--- src/rtl/cnu_serial.sv ---
// Serial min-sum check node unit: collects DC q messages, then emits DC r messages plus parity.
// Optional offset min-sum when CNU_OFFSET_EN is defined (OFFSET subtracted from output magnitude).
module cnu_serial #(
  parameter int data_w = 8,
  parameter int DC     = 6,
  parameter int OFFSET = 1
) (
  input  logic              clk,
  input  logic              rst_n,
  input  logic              in_valid,
  output logic              in_ready,
  input  logic [data_w-1:0] q_in,
  output logic              out_valid,
  input  logic              out_ready,
  output logic [data_w-1:0] r_out,
  output logic              out_last,
  output logic              parity_ok
);

  localparam int MW = data_w - 1;
  localparam int CW = (DC > 1) ? $clog2(DC) : 1;
  localparam logic [MW-1:0]     MAG_MAX = {MW{1'b1}};
  localparam logic [CW-1:0]     LAST    = CW'(DC - 1);
  localparam logic [data_w-1:0] MOST_NEG = {1'b1, {MW{1'b0}}};

  typedef enum logic {COLLECT, EMIT} state_t;

  state_t            state_q, state_d;
  logic [CW-1:0]     cnt_q, cnt_d;
  logic [MW-1:0]     min1_q, min1_d;
  logic [MW-1:0]     min2_q, min2_d;
  logic [CW-1:0]     idx_q, idx_d;
  logic              sign_acc_q, sign_acc_d;
  logic [DC-1:0]     sign_q, sign_d;
  logic [data_w-1:0] r_out_q, r_out_d;
  logic              out_last_q, out_last_d;
  logic              parity_ok_q, parity_ok_d;

  logic [MW-1:0]     mag;
  logic              sgn;
  logic [CW-1:0]     cnt_inc;

  // Most-negative input saturates so every magnitude fits in data_w-1 bits.
  function automatic logic [MW-1:0] mag_of(input logic [data_w-1:0] q);
    logic [data_w-1:0] neg;
    logic [MW-1:0]     res;
    neg = -q;
    if (!q[data_w-1])
      res = q[MW-1:0];
    else if (q == MOST_NEG)
      res = MAG_MAX;
    else
      res = neg[MW-1:0];
    return res;
  endfunction

`ifdef CNU_OFFSET_EN
  localparam logic [MW-1:0] OFFSET_M = MW'(OFFSET);
  function automatic logic [MW-1:0] shape(input logic [MW-1:0] m);
    return (m > OFFSET_M) ? (m - OFFSET_M) : '0;
  endfunction
`else
  function automatic logic [MW-1:0] shape(input logic [MW-1:0] m);
    return m;
  endfunction
`endif

  function automatic logic [data_w-1:0] r_of(
    input logic [CW-1:0] e,
    input logic [MW-1:0] m1,
    input logic [MW-1:0] m2,
    input logic [CW-1:0] ix,
    input logic          sacc,
    input logic [DC-1:0] sg
  );
    logic [MW-1:0]     m;
    logic [data_w-1:0] mx;
    m  = shape((e == ix) ? m2 : m1);
    mx = {1'b0, m};
    return (sacc ^ sg[e]) ? -mx : mx;
  endfunction

  assign mag     = mag_of(q_in);
  assign sgn     = q_in[data_w-1];
  assign cnt_inc = cnt_q + 1'b1;

  always_comb begin
    state_d     = state_q;
    cnt_d       = cnt_q;
    min1_d      = min1_q;
    min2_d      = min2_q;
    idx_d       = idx_q;
    sign_acc_d  = sign_acc_q;
    sign_d      = sign_q;
    r_out_d     = r_out_q;
    out_last_d  = out_last_q;
    parity_ok_d = parity_ok_q;

    case (state_q)
      COLLECT: begin
        if (in_valid) begin
          sign_d[cnt_q] = sgn;
          sign_acc_d    = sign_acc_q ^ sgn;
          // Strict compares: on a tie the earlier edge keeps min1.
          if (mag < min1_q) begin
            min2_d = min1_q;
            min1_d = mag;
            idx_d  = cnt_q;
          end else if (mag < min2_q) begin
            min2_d = mag;
          end
          if (cnt_q == LAST) begin
            cnt_d       = '0;
            state_d     = EMIT;
            r_out_d     = r_of('0, min1_d, min2_d, idx_d, sign_acc_d, sign_d);
            out_last_d  = (LAST == '0);
            parity_ok_d = ~sign_acc_d;
          end else begin
            cnt_d = cnt_inc;
          end
        end
      end
      EMIT: begin
        if (out_ready) begin
          if (cnt_q == LAST) begin
            state_d     = COLLECT;
            cnt_d       = '0;
            min1_d      = MAG_MAX;
            min2_d      = MAG_MAX;
            idx_d       = '0;
            sign_acc_d  = 1'b0;
            r_out_d     = '0;
            out_last_d  = 1'b0;
            parity_ok_d = 1'b0;
          end else begin
            cnt_d      = cnt_inc;
            r_out_d    = r_of(cnt_inc, min1_q, min2_q, idx_q, sign_acc_q, sign_q);
            out_last_d = (cnt_inc == LAST);
          end
        end
      end
      default: state_d = COLLECT;
    endcase
  end

  always_ff @(posedge clk or negedge rst_n) begin
    if (!rst_n) begin
      state_q     <= COLLECT;
      cnt_q       <= '0;
      min1_q      <= MAG_MAX;
      min2_q      <= MAG_MAX;
      idx_q       <= '0;
      sign_acc_q  <= 1'b0;
      sign_q      <= '0;
      r_out_q     <= '0;
      out_last_q  <= 1'b0;
      parity_ok_q <= 1'b0;
    end else begin
      state_q     <= state_d;
      cnt_q       <= cnt_d;
      min1_q      <= min1_d;
      min2_q      <= min2_d;
      idx_q       <= idx_d;
      sign_acc_q  <= sign_acc_d;
      sign_q      <= sign_d;
      r_out_q     <= r_out_d;
      out_last_q  <= out_last_d;
      parity_ok_q <= parity_ok_d;
    end
  end

  assign in_ready  = (state_q == COLLECT);
  assign out_valid = (state_q == EMIT);
  assign r_out     = r_out_q;
  assign out_last  = out_last_q;
  assign parity_ok = parity_ok_q;

endmodule

--- config.mk ---
export PLATFORM = sky130hd
export DESIGN_NAME = cnu_serial
export DESIGN_NICKNAME = d
export VERILOG_FILES = /design/src/rtl/cnu_serial.sv
export SDC_FILE = /design/constraint.sdc
export NUM_CORES = 1
export LEC_CHECK = 0
export BUFFER_PORTS_ARGS = -buffer_cell sky130_fd_sc_hd__buf_4
export CORE_MARGIN = 4
export CORE_UTILIZATION = 50
export CTS_CLUSTER_DIAMETER = 40
export CTS_CLUSTER_SIZE = 28
export DETAILED_ROUTE_END_ITERATION = 8
export PLACE_DENSITY = 0.69
export SKIP_LAST_GASP = 1
export SLEW_MARGIN = 20
export SYNTH_ARGS = -nofsm -noshare
export SYNTH_HDL_FRONTEND = slang
export SYNTH_SLANG_ARGS = --single-unit
--- constraint.sdc ---
create_clock -name clk -period 6.2 [get_ports clk]
set_input_delay 0.31 -clock clk [delete_from_list [all_inputs] [get_ports clk]]
set_output_delay 0.31 -clock clk [all_outputs]
set_load 0.01 [all_outputs]
* Yosys cells after proc, flatten, opt, wreduce, memory -nomap -nowiden *
Index checks and enable logic that the tools add are counted.

operators by class
  add/sub/neg operators = 4
  $lt $le $gt $ge = 5
  equality and inequality tests = 8
  mux-type cells = 56
  bitwise gates (word level) = 5
  reduce and logical (&&, ||, !) cells = 7

operators by type and width
  kind                 number
  $mux 7               15
  $mux 8               6
  $pmux 7 s2           2
  $mux 3               9
  $neg 7->8            2
  $pmux 8 s2           1
  $lt 7x7->1           2
  $mux 1               14
  $pmux 3 s2           2
  $eq 8x8->1 const B   1
  $lt 3x4->1 const B   2
  $pmux 1 s2           4
  $neg 7->7            1
  $bwmux 6             1
  $eq 3x3->1 const B   2
  $reduce_and 3->1     2
  $ne 2x1->1 const B   2
  $ne 2x2->1 const B   2
  $reduce_and 2->1     2
  $reduce_and 4->1     1
  $add 3x1->3 const B  1
  $bmux 1 s3           1
  $demux 1 s3          1
  $eq 3x3->1           1
  other kinds (5)      8

word-level totals
  register bits after elaboration = 38
  bits of input ports = 12
  output and inout bits = 12
  logic and storage cells = 95

* Logic depth before layout (Yosys ltp) *
  depth in word-level cells = 14
  mapped depth = 17
  gate-level depth less buffers = 16

* Least setup slack after synthesis *
Ideal clock, no wire load.

  path type = input-to-reg
  start = input q_in[0]
  end = register r_out_q[2] (netlist: r_out[2])
  setup time = 0.132 ns
  data arrival time = 3.730 ns
  required time = 6.068 ns
  path slack = 2.339 ns
  stages on the path = 16
  path buffers = 0
  path through = inv_1 -> ha_1 -> or3b_2 -> o21ai_0 -> o21ai_0 -> ha_1 -> and4_1 -> o211ai_1 -> o211ai_4 -> mux2_2 -> o221ai_1 -> ha_1 -> nor2_1 -> xnor2_1 -> a221oi_1 -> a21oi_1

between the ends
  longest elaborated chain between the ends = 14
  elaborated cells on any way between the ends = 23
  those cells by class = add/sub: 2; order compare: 2; eq/ne: 1; mux: 17; reduce/logical: 1

ends and longest elaborated chain
  item                                              RTL line  source
  start: declaration                                12        input logic [data_w-1:0] q_in,
  $neg 7->7 / $eq 8x8->1 (equally long branches)    47, 50
  $mux 7                                            50        else if (q == MOST_NEG)
  $mux 7 *                                          48        if (!q[data_w-1])
  $lt 7x7->1, on equally long branches              105, 109
  $mux 3 / $mux 7 (equally long branches)           105, 109
  $mux 3 / $mux 7 (equally long branches)           101, 105
  $mux 3 / $mux 7 (equally long branches)           99, 101
  $logic_not 3->1 / $mux 7 (equally long branches)  78, 99
  $mux 7 *                                          78        m = shape((e == ix) ? m2 : m1);
  $neg 7->8                                         80        return (sacc ^ sg[e]) ? -mx : mx;
  $mux 8 *                                          80
  $mux 8 *                                          112       if (cnt_q == LAST) begin
  $mux 8 *                                          101       if (in_valid) begin
  $pmux 8 s2 *                                      99        case (state_q)
  end signal: assignment                            166       r_out_q <= r_out_d;
  end: declaration                                  35        logic [data_w-1:0] r_out_q, r_out_d;

Mark *: on every way between the ends. The rest lies on a longest branch, timed or not. The select of a mux whose other input is x is not followed.
A chain may end at the register's enable or synchronous reset.

* Worst setup path after layout *
Ends and elaborated chain as after synthesis.

==> impl_metrics.env <==
export IMPL_holdBufCountCts=1
export IMPL_pwr_share_seq=0.247
export IMPL_top_level_ports=24
export IMPL_cts_sinks=38
export IMPL_cpPeakStageDelay_ns=0.53
export IMPL_io_buffers=23
export IMPL_cts_tree="built"
export IMPL_root_buffer="clkbuf_8"
export IMPL_max_freq_mhz=230.9
export IMPL_worstPathCellList="buf_4 > inv_1 > ha_1 > nor3b_2 > a21oi_1 > mux2i_1 > ha_1 > a21o_1 > a21o_1 > a211oi_4 > buf_4 > mux2i_1 > o221ai_1 > ha_1 > nor2_1 > xnor2_1 > a221oi_1 > a21oi_1"
export IMPL_endpoint_kind="register"
export IMPL_syn_inst=353
export IMPL_yosysMostFrequentCell="nor2_1"
export IMPL_crit_slowest_cell="a211oi_4"
export IMPL_dp_slack_ns=1.573
export IMPL_rsz0062_at_grt="false"
export IMPL_critical_path_top_delay_family="compound AO/OA/AOI/OAI gates"
export IMPL_timing_hold_ws_ns=0.2966
export IMPL_h_tree_depth=2
export IMPL_criticalPathCategory="primary input to register"
export IMPL_critPathBufInv=3
export IMPL_numCtsBuffers=5
export IMPL_yosysSeqAreaShare=0.3146
export IMPL_yosysTopAreaCell="dfrtp_1"
export IMPL_drt_iter0_markers=235
export IMPL_synthesis_area_sq_um=3078
export IMPL_path_clk_slew_ns=0.08
export IMPL_via_count=2710
export IMPL_first_pass_iters=5
export IMPL_fin_nets=404
export IMPL_powerDensity_nw_per_um2=615.0
export IMPL_slew_violations=0
export IMPL_ys_warn_count=0
export IMPL_fin_crit_sh=0.6986
export IMPL_async_reset_ff_frac=1.000
export IMPL_place_congestion=0.8880
export IMPL_synth_ff_type="dfrtp_1"
export IMPL_grt_first_pass_wirelength_um=13390
export IMPL_die_area_sq_um=7475
export IMPL_syn_area_per_cell_sq_um=8.719
export IMPL_drive_gt1_frac=0.1787
export IMPL_layout_min_cycle_time_ns=4.331
export IMPL_initial_utilization=0.5168
export IMPL_skew_ns=0.01388
export IMPL_syn2layout_area_growth_pct=11.59
export IMPL_p_clk_frac=0.104
export IMPL_synth_edf_count=0
export IMPL_leakagePower_nw=1.578
export IMPL_viasPerCell=6.022
export IMPL_synthTopCellsByArea="dfrtp_1, dfstp_2, ha_1"
export IMPL_hold_class="primary input to register"
export IMPL_cap_viol_max_count=0
export IMPL_crit_required_ns=6.38
export IMPL_fin_ws_ns=1.869
export IMPL_synth_nets=383
export IMPL_cp_common_cell="ha_1"
export IMPL_antenna_found_initial=0
export IMPL_grt_max_degree=39
export IMPL_setup_violations=0
export IMPL_overflow=0
export IMPL_p_comb_frac=0.650
export IMPL_arrival_ns=4.51
export IMPL_synth_distinct_cells=63
export IMPL_slew_limit_headroom=0.3354
export IMPL_status="completed"
export IMPL_dp_hpwl_um=6067
export IMPL_synth_xor_area_frac=0.05285
export IMPL_hold_violations=0
export IMPL_tightest_slew_ns=0.9948
export IMPL_synth_compound_area_frac=0.2203
export IMPL_wirelength_um=7934
export IMPL_ant_nets=0
export IMPL_worstSetupStartpointType="primary input"
export IMPL_synth_simple_gate_area_frac=0.2012
export IMPL_die_w_um=86.46
export IMPL_synth_top_family_by_area="compound AO/OA/AOI/OAI gates"
export IMPL_grt_usage=0.2257
export IMPL_post_route_drc_count=0
export IMPL_die_h_um=86.46
export IMPL_worstSkewPairLatency_ns=0.30
export IMPL_synthAdderAreaFrac=0.07317
export IMPL_n_antenna_cell=0
export IMPL_wl_per_cell_um=17.63
export IMPL_ys_ff_latch=38
export IMPL_cts_buffer_depth=2
export IMPL_grt_pass1_vias=2707
export IMPL_worstPathMaxFanout=15
export IMPL_netSwitchingPower_mw=1.002
export IMPL_swShare=0.4745
export IMPL_p_int_mw=1.110
export IMPL_post_cts_resized=0
export IMPL_synth_top_area_frac=0.1951
export IMPL_rows=28
export IMPL_synth_mux_area_frac=0.09309
export IMPL_coreArea_sq_um=5956
export IMPL_synthTopCellsByCount="nor2_1, nand2_1, a21oi_1, o21ai_0, dfrtp_1"
export IMPL_postCtsSetupBuffers=0
export IMPL_setup_tns_ns=0
export IMPL_peakVddDrop_mv=0.2517
export IMPL_fill_cells=540
[routing by layer]
layer,share of wire,vias up,wire length (um),GRT usage
met3,0.057,18,452,0.04468
met2,0.47,90,3728,0.3783
li1,-,1334,-,-
met4,0.021,0,165,0.07082
met5,0,-,0,0
met1,0.45,1268,3588,0.2927
[kinds of logic (layout without fill, tap and decap cells)]
family / count (synthesis) / after routing
AND/OR/NAND/NOR: 120 / 120
multiplexers: 26 / 26
XOR/XNOR: 17 / 17
adder cells (fa/ha/maj): 18 / 18
flip-flops: 38 / 38
AO/OA/AOI/OAI: 99 / 99
buffers and inverters: 35 / 57
[worst paths after layout]
path	startpoint	to	slack [ns]	depth (start not counted)
setup / recovery	q_in[0]	r_out[2]	1.87	18
min in group asynchronous	rst_n	parity_ok	0.51	2
max in group asynchronous	rst_n	min2_q[1]	5.30	2
hold reg to reg	sign_q[3]	sign_q[3]	0.49	2
setup reg to reg	cnt_q[0]	r_out[6]	2.29	12
hold / removal	out_ready	out_valid	0.30	4
[layout by cell type, fill, tap and decap left out, types with 6 or more instances in the layout]
cell and count:
a21oi_1 29, buf_4 25, clkbuf_8 6, dfrtp_1 24, dfstp_2 14, ha_1 18
inv_1 23, mux2_2 7, mux2i_1 17, nand2_1 30, nand3_1 11, nor2_1 34
nor3_1 7, nor3b_1 8, o21ai_0 27, xnor2_1 8, xor2_1 8
[power groups by stage]
stage	logic, mW	clock network, mW	registers (mW)
floorplan	1.06	0	0.475
global placement	1.34	0	0.519
detailed placement	1.36	0	0.522
CTS	1.37	0.224	0.517
global route	1.53	0.232	0.538
finish	1.37	0.219	0.521
[cell type report]
cell class                 instances  area, sq um  area share
multi-input combinational        280         1972      0.5741
sequential                        38        968.4      0.2820
timing repair buffer              26        197.7     0.05756
tap                               75        93.84     0.02732
clock buffer                       7        86.33     0.02514
inverter                          23        86.33     0.02514
clock inverter                     1        30.03    0.008743
[metrics by stage]
stage | utilization | cell area, sq um | cells | total power [mW]
floorplan | - | 3078 | 353 | 1.539
global placement | 0.5555 | 3308 | 441 | 1.863
detailed placement | 0.5555 | 3308 | 441 | 1.885
CTS | 0.5767 | 3435 | 450 | 2.109
global route | 0.5767 | 3435 | 450 | 2.303
finish | 0.5767 | 3435 | 450 | 2.112
[worst reg2reg max path, stage by stage (launching register included)]
cell,delay (ns)
dfrtp_1,0.61
inv_1,0.22
ha_1,0.43
xnor2_1,0.18
nand3_1,0.52
mux2i_1,0.49
ha_1,0.25
inv_1,0.06
o32ai_1,0.32
xor2_1,0.22
a21oi_1,0.09
a311o_1,0.27
nor3_1,0.15
[flip-flops by register name, indices dropped and copies added (netlist names)]
signal	cells
r_out	8
sign_q	6
idx_q	3
out_valid	1
parity_ok	1
sign_acc_q	1
min2_q	7
out_last	1
cnt_q	3
min1_q	7
No activity file was read; power rests on OpenSTA's default activity.
